===== src/rtl/step_pulse_gen.sv =====
// Step/direction pulse generator for one stepper axis: direction setup, step high and step low phases, signed position.
// Optional macro STEP_GEN_MISS_CNT_EN builds a saturating counter of requests dropped while busy.
module step_pulse_gen #(
   parameter int CNT_W = 16
) (
   input  logic             clk,
   input  logic             reset_n,
   input  logic             step_req,
   input  logic             step_dir,
   input  logic [CNT_W-1:0] dir_setup,
   input  logic [CNT_W-1:0] step_high,
   input  logic [CNT_W-1:0] step_low,
   input  logic             pos_set,
   input  logic [31:0]      pos_set_val,
   output logic             ready,
   output logic             step_out,
   output logic             dir_out,
   output logic             step_done,
   output logic [31:0]      position,
   output logic [15:0]      missed
);

   typedef enum logic [1:0] {
      S_IDLE,
      S_DIR_SETUP,
      S_HIGH,
      S_LOW
   } state_t;

   state_t           state, state_nxt;
   logic [CNT_W-1:0] timer;
   logic [CNT_W-1:0] dir_setup_q, step_high_q, step_low_q;
   logic             accept, dir_chg, rise, fall, done;

   assign ready = (state == S_IDLE);

   always_comb begin
      // NOTE: every combinational output gets a default first, so no path can infer a latch.
      state_nxt = state;
      accept    = 1'b0;
      dir_chg   = 1'b0;
      rise      = 1'b0;
      fall      = 1'b0;
      done      = 1'b0;
      case (state)
         S_IDLE: begin
            if (step_req) begin
               accept = 1'b1;
               if (step_dir != dir_out) begin
                  dir_chg   = 1'b1;
                  state_nxt = S_DIR_SETUP;
               end else begin
                  rise      = 1'b1;
                  state_nxt = S_HIGH;
               end
            end
         end
         S_DIR_SETUP: begin
            if (timer >= dir_setup_q) begin
               rise      = 1'b1;
               state_nxt = S_HIGH;
            end
         end
         S_HIGH: begin
            if (timer >= step_high_q) begin
               fall      = 1'b1;
               state_nxt = S_LOW;
            end
         end
         S_LOW: begin
            if (timer >= step_low_q) begin
               done      = 1'b1;
               state_nxt = S_IDLE;
            end
         end
         default: state_nxt = S_IDLE;
      endcase
   end

   // NOTE: sequential state uses non-blocking assignments so every register samples pre-edge values.
   always_ff @(posedge clk or negedge reset_n) begin
      if (!reset_n) begin
         state <= S_IDLE;
      end else begin
         state <= state_nxt;
      end
   end

   always_ff @(posedge clk or negedge reset_n) begin
      if (!reset_n) begin
         timer       <= '0;
         dir_setup_q <= '0;
         step_high_q <= '0;
         step_low_q  <= '0;
         step_out    <= 1'b0;
         dir_out     <= 1'b0;
         step_done   <= 1'b0;
         position    <= '0;
      end else begin
         // Timer restarts on every phase entry and rests at zero while idle.
         if (state_nxt != state || state == S_IDLE) begin
            timer <= '0;
         end else begin
            timer <= timer + 1'b1;
         end

         if (accept) begin
            dir_setup_q <= dir_setup;
            step_high_q <= step_high;
            step_low_q  <= step_low;
         end

         if (dir_chg) begin
            dir_out <= step_dir;
         end

         if (rise) begin
            step_out <= 1'b1;
         end else if (fall) begin
            step_out <= 1'b0;
         end

         step_done <= done;

         // A position load overrides a coincident step update.
         if (pos_set) begin
            position <= pos_set_val;
         end else if (fall) begin
            position <= dir_out ? position + 32'd1 : position - 32'd1;
         end
      end
   end

`ifdef STEP_GEN_MISS_CNT_EN
   logic [15:0] missed_q;

   always_ff @(posedge clk or negedge reset_n) begin
      if (!reset_n) begin
         missed_q <= '0;
      end else if (step_req && !ready && missed_q != 16'hFFFF) begin
         missed_q <= missed_q + 16'd1;
      end
   end

   assign missed = missed_q;
`else
   assign missed = '0;
`endif

endmodule


===== config.mk =====
export PLATFORM = sky130hd
export DESIGN_NAME = step_pulse_gen
export DESIGN_NICKNAME = d
export VERILOG_FILES = /design/src/rtl/step_pulse_gen.sv
export SDC_FILE = /design/constraint.sdc
export NUM_CORES = 1
export LEC_CHECK = 0
export BUFFER_PORTS_ARGS = -buffer_cell sky130_fd_sc_hd__buf_4
export CORE_MARGIN = 1.5
export CORE_UTILIZATION = 62
export DETAILED_ROUTE_END_ITERATION = 12
export GPL_TIMING_DRIVEN = 0
export PLACE_DENSITY = 0.9
export SLEW_MARGIN = 10
export SYNTH_ARGS = -nofsm -noshare
export SYNTH_HDL_FRONTEND = slang
export SYNTH_SLANG_ARGS = --single-unit

===== constraint.sdc =====
create_clock -name clk -period 5 [get_ports clk]
set_clock_uncertainty 0.05 [all_clocks]
set_input_delay 0.5 -clock clk [delete_from_list [all_inputs] [get_ports clk]]
set_output_delay 0.5 -clock clk [all_outputs]
set_load 0.005 [all_outputs]

### Word-level counts from Yosys, hierarchy flattened

Index checks and enable logic that the tools add are counted.

| operators by class | value |
|---|---|
| add/sub/neg operators | 3 |
| multipliers | 0 |
| divide/modulo/power cells | 0 |
| $lt $le $gt $ge | 3 |
| equality and inequality tests | 5 |
| shift operators | 0 |
| multiplexer cells | 25 |
| bitwise operators | 0 |
| reductions and logical operators | 4 |

Operators with widths:

| cell | number |
|---|---|
| two-way mux 32 bit | 3 |
| >= comparator 16 bit | 3 |
| adder 32 x 1 -> 32 bit (second input constant) | 1 |
| subtractor 32 x 1 -> 32 bit (second input constant) | 1 |
| adder 16 x 1 -> 16 bit (second input constant) | 1 |
| two-way mux 16 bit | 1 |
| two-way mux 1 bit | 14 |
| two-way mux 2 bit | 5 |
| one-hot mux 2 bit (4 select lines) | 1 |
| == test 2 bit (second input constant) | 2 |
| nonzero test 2 bit | 2 |
| == test 2 x 1 -> 1 bit (second input constant) | 1 |
| zero test 2 bit | 1 |
| inequality test 2 bit | 1 |
| one-hot mux 1 bit (2 select lines) | 1 |
| logical OR 1 bit | 1 |
| inequality test 1 bit | 1 |

| storage, ports and cells | value |
|---|---|
| register bits | 101 |
| latch bits | 0 |
| memory bits (writable) | 0 |
| ROM bits | 0 |
| input port bits | 85 |
| logic and storage cells | 49 |
| memories | 0 |

### Logic depth before layout (Yosys ltp)

| logic depth | value |
|---|---|
| word-level depth | 7 |
| depth in mapped cells | 12 |
| depth with buffers taken out | 10 |

### Least setup slack after synthesis

No wires, ideal clock.

| timing | value |
|---|---|
| path type | flip-flop to flip-flop |
| from | register dir_out |
| to | register position[27] |
| library setup time | 0.126 ns |
| arrival time | 3.248 ns |
| setup slack | 1.576 ns |
| cell stages (with the launch flop) | 12 |
| path buffers | 1 |
| period minus slack after synthesis | 3.424 ns |
| cells stage by stage | dfrtp_1 > clkbuf_1 > inv_1 > ha_1 > a211oi_1 > o211ai_1 > a211oi_2 > o41ai_4 > a31oi_4 > o221ai_1 > xor2_1 > a221o_1 |

| on the way | value |
|---|---|
| word-level cells in the longest chain between the ends | 3 |

RTL lines:

| item | line | source |
|---|---|---|
| start: declaration | 17 | `output logic dir_out,` |
| start signal: assignment | 114 | `dir_out <= step_dir;` |
| two-way mux 32 bit | 129 | `position <= dir_out ? position + 32'd1 : position - 32'd1;` |
| two-way mux 32 bit | 128 | `end else if (fall) begin` |
| two-way mux 32 bit | 126 | `if (pos_set) begin` |
| end signal: assignment | 127 | `position <= pos_set_val;` |
| end signal: assignment | 129 |  |
| end: declaration | 19 | `output logic [31:0] position,` |

No other way between the ends. The select of a mux whose other input is x is not followed.
A chain may end at the register's enable or synchronous reset.

### Worst setup path in the final report

Same ends and word-level chain as after synthesis.

==> metrics.md <==
| Metric | Value |
|---|---|
| Area enclosed by the die boundary | 12800 um2 |
| Average wire per standard cell | 17.5 um |
| Delay-heaviest family, CP | compound AO/OA/AOI/OAI gates |
| Setup total negative slack | 0 ns |
| Period minus WS final | 4.34 ns |
| Highest clock frequency the design can meet | 230 MHz |
| CTS tree | built |
| Count of state elements after synthesis | around 100 |
| Clk sink count | 101 |
| Core Rows | 40 |
| Part of the Yosys area used for sequential elements | 0.336 |
| Count of max-cap constraint violations | 0 |
| Syn Std Cell Area | approximately 7500 um2 |
| Finish-stage setup viols | 0 |
| Number of buffers added on ports | 119 |
| Slowest cell on the critical path | clkinvlp_4 |
| Remaining max-slew budget at the tightest pin | 0.284 |
| Buffer depth of the longest clock path | 2 |
| Ys Warns | 0 |
| Fraction of registers with async set or reset after synthesis | 1.00 |
| Clock buffers created by TritonCTS | 9 |
| Data arrival at the endpoint of the critical path | 4.53 ns |
| Classification of the worst setup path | reg2reg |
| Net switching component of the power | 0.00189 W |
| Count of mapped cells out of synthesis | 899 |
| Final Hold Slack | 0.293 ns |
| Internal cell power | 0.00239 W |
| Count of final max-slew check failures | 0 |
| Initial Util | 0.632 |
| Power density normalized to cell area | 477 nW/um2 |
| Clock Root Buffer | clkbuf_16 |
| Clock Pin Slew Worst Setup and Hold Paths | 0.07 ns |
| Max rail drop VDD | 0.257 mV |
| Layout-stage area growth over the synthesis result | 19.3% |
| Number of primary I/O pins | 137 |
| Number of vias per cell after detailed routing | between 6 and 7 |
| Number of search-and-repair iterations in the first detailed-routing pass | 5 |
| Sw Ratio | 0.442 |
| Required time of the critical path | 5.19 ns |
| Top cell type's share of synthesized area | 0.336 |
| Antenna diode instance count | 0 |
| Drt initial violations | 617 |
| Largest stage delay on the critical path | approximately 0.7 ns |
| Hold Violations, Final | 0 |
| RSZ-0062 raised after global routing | false |
| Final estimated routing congestion in global placement | 0.925 |
| Static Leakage | around 4.3 nW |
| Part of the total power dissipated in the clock network | 0.157 |
| Die X | 113 um |
| Worst Hold Class | in2reg |
| Worst-path cell chain | clkbuf_1 -> clkinvlp_4 -> ha_1 -> a211oi_1 -> o211ai_1 -> a211oi_2 -> o41ai_4 -> a31oi_4 -> o221ai_1 -> xor2_1 -> a221o_1 |
| Die height | 113 um |
| Number of enable flip-flop cells after synthesis | 0 |
| Final nets | 1211 |
| Critical path peak fanout | 32 |
| Endpoint class of the critical path | register |
| Crit path buf inv count | 2 |
| Initial antenna violation count | 0 |
| Via Count | around 7300 |
| Total Wirelength | 20.9 mm |
| Number of fill cells | 924 |
| Fraction of power consumed by sequential logic | 0.279 |
| First-pass GRT wire length | 34.2 mm |
| Maximum number of pins on one net before global-route repair | slightly above 100 |
| Worst skew pair latency | 0.35 ns |
| Core outline area | 11900 um2 |
| Buffers inserted by post-CTS timing repair | 0 |
| Outcome | complete, no violations |
| Transition time at the pin with the least slew margin | 1.07 ns |
| Vias in the first global route | 7201 |
| Detailed Place HPWL | approximately 15 mm |
| Largest area contributor in the synthesized netlist | dfrtp_1 |
| Commonest register cell after synthesis | dfrtp_1 |
| Most common cell after layout, fill and taps aside | buf_4 |
| Commonest cells after routing, fill and taps aside | 135 x buf_4, 113 x nand2_1, 101 x dfrtp_1, 88 x o21ai_0, 79 x ha_1 |
| Launching element type of the critical path | register |
| Comb pwr share | 0.563 |
| CTS H-tree depth | 3 |
| Mean instance size in the synthesized netlist | between 8 and 9 um2 |
| Netlist cell types | 64 |
| Fraction of final layout cells sized beyond drive strength 1 | 0.164 |
| Total routing usage reported by global routing | 0.335 |
| Post-DRT Antenna Nets | 0 |
| DRC violations left | 0 |
| Overall power | 0.00428 W |
| GR Overflow Total | 0 |
| Period utilization | 0.868 |
| Biggest area contributors in the synthesized netlist | dfrtp_1 34%, ha_1 13%, o21ai_0 5.9% |
## cell type report
class	count	area [um2]	area share
clock buffers	9	225	0.0251
plain buffers	60	300	0.0334
flip-flops and latches	101	2530	0.281
multi-input cells	689	4510	0.503
well taps	147	184	0.0205
clock inverters	6	48.8	0.00543
inverters	64	244	0.0272
repair buffers	121	935	0.104
## sequential cells by signal (all words and copies together) (netlist names)
signal,cells
position,32
dir_setup_q,16
step_high_q,16
step_low_q,16
timer,16
state,2
dir_out,1
step_done,1
step_out,1
## cells by family (layout without fill, tap and decap cells)
kind of cell	Yosys count	count (layout)	share of synthesized area
buffers and inverters	124	260	0.0718
flip-flops	101	101	0.336
multiplexers	11	11	0.0153
AO/OA/AOI/OAI	257	257	0.221
AND/OR/NAND/NOR	287	287	0.178
XOR/XNOR	38	38	0.0442
adder cells (fa/ha/maj)	80	80	0.134
other	1	16	0.000498
## synthesized netlist by cell type (all sizes together) (5+ instances only)
| cell type | n |
|---|---|
| o211ai | 20 |
| xnor2 | 26 |
| nand2b | 8 |
| xor2 | 12 |
| mux2i | 7 |
| o21a | 5 |
| inv | 64 |
| nor3b | 6 |
| a211oi | 16 |
| and3 | 6 |
| nand3 | 48 |
| ha | 79 |
| nand4 | 9 |
| dfrtp | 101 |
| o21ai | 93 |
| nor2 | 50 |
| nand2 | 113 |
| buf | 27 |
| a31oi | 8 |
| a211o | 5 |
| nor3 | 13 |
| nor2b | 19 |
| a21o | 26 |
| a21oi | 52 |
| clkbuf | 33 |
## metal layers
layer	track usage	wire length, um	share of wire	up-vias
met5	0	0	0	-
li1	-	-	-	3454
met2	0.539	9780	0.47	334
met3	0.0621	1530	0.073	57
met4	0.155	654	0.031	0
met1	0.441	8920	0.43	3444
## power groups by stage
| stage | registers (W) | clock network, W | logic (W) |
|---|---|---|---|
| final | 0.00120 | 0.000674 | 0.00241 |
| after global routing | 0.00122 | 0.000701 | 0.00269 |
| after CTS | 0.00119 | 0.000675 | 0.00236 |
| after detailed placement | 0.00121 | 0 | 0.00234 |
| after global placement | 0.00120 | 0 | 0.00225 |
| after floorplan | 0.00117 | 0 | 0.00177 |
## timing repair
action,4_1_cts,5_1_grt
endpoints found under the hold margin,0,14
setup endpoints to repair,0,3
hold buffers,0,1
resized for setup,0,1
## tightest hold or removal path, stage by stage
cell	delay [ns]
buf_4	0.07
nand2_1	0.03
o21ai_0	0.05
## metrics by stage
stage          setup WS (ns)  utilization  cells  cell area, um2
2_1_floorplan           1.58            -    914            7580
3_3_place_gp           0.813        0.727   1180            8660
3_5_place_dp           0.805        0.727   1180            8660
4_1_cts                0.783        0.750   1195            8930
5_1_grt                0.357        0.754   1197            8980
6_report               0.661        0.754   1197            8980
## worst paths after layout
path                       depth (start not counted)  slack, ns        endpoint            from
min                                                3       0.29  dir_setup_q[9]    dir_setup[9]
min reg2reg                                        1       0.46  dir_setup_q[0]  dir_setup_q[0]
max in group asynchronous                          3       3.71    position[11]         reset_n
max reg2reg                                       11       0.66    position[27]         dir_out
max                                               11       0.66    position[27]         dir_out
min in group asynchronous                          2       0.55  step_high_q[7]         reset_n
(Power assumes the default switching activity.)
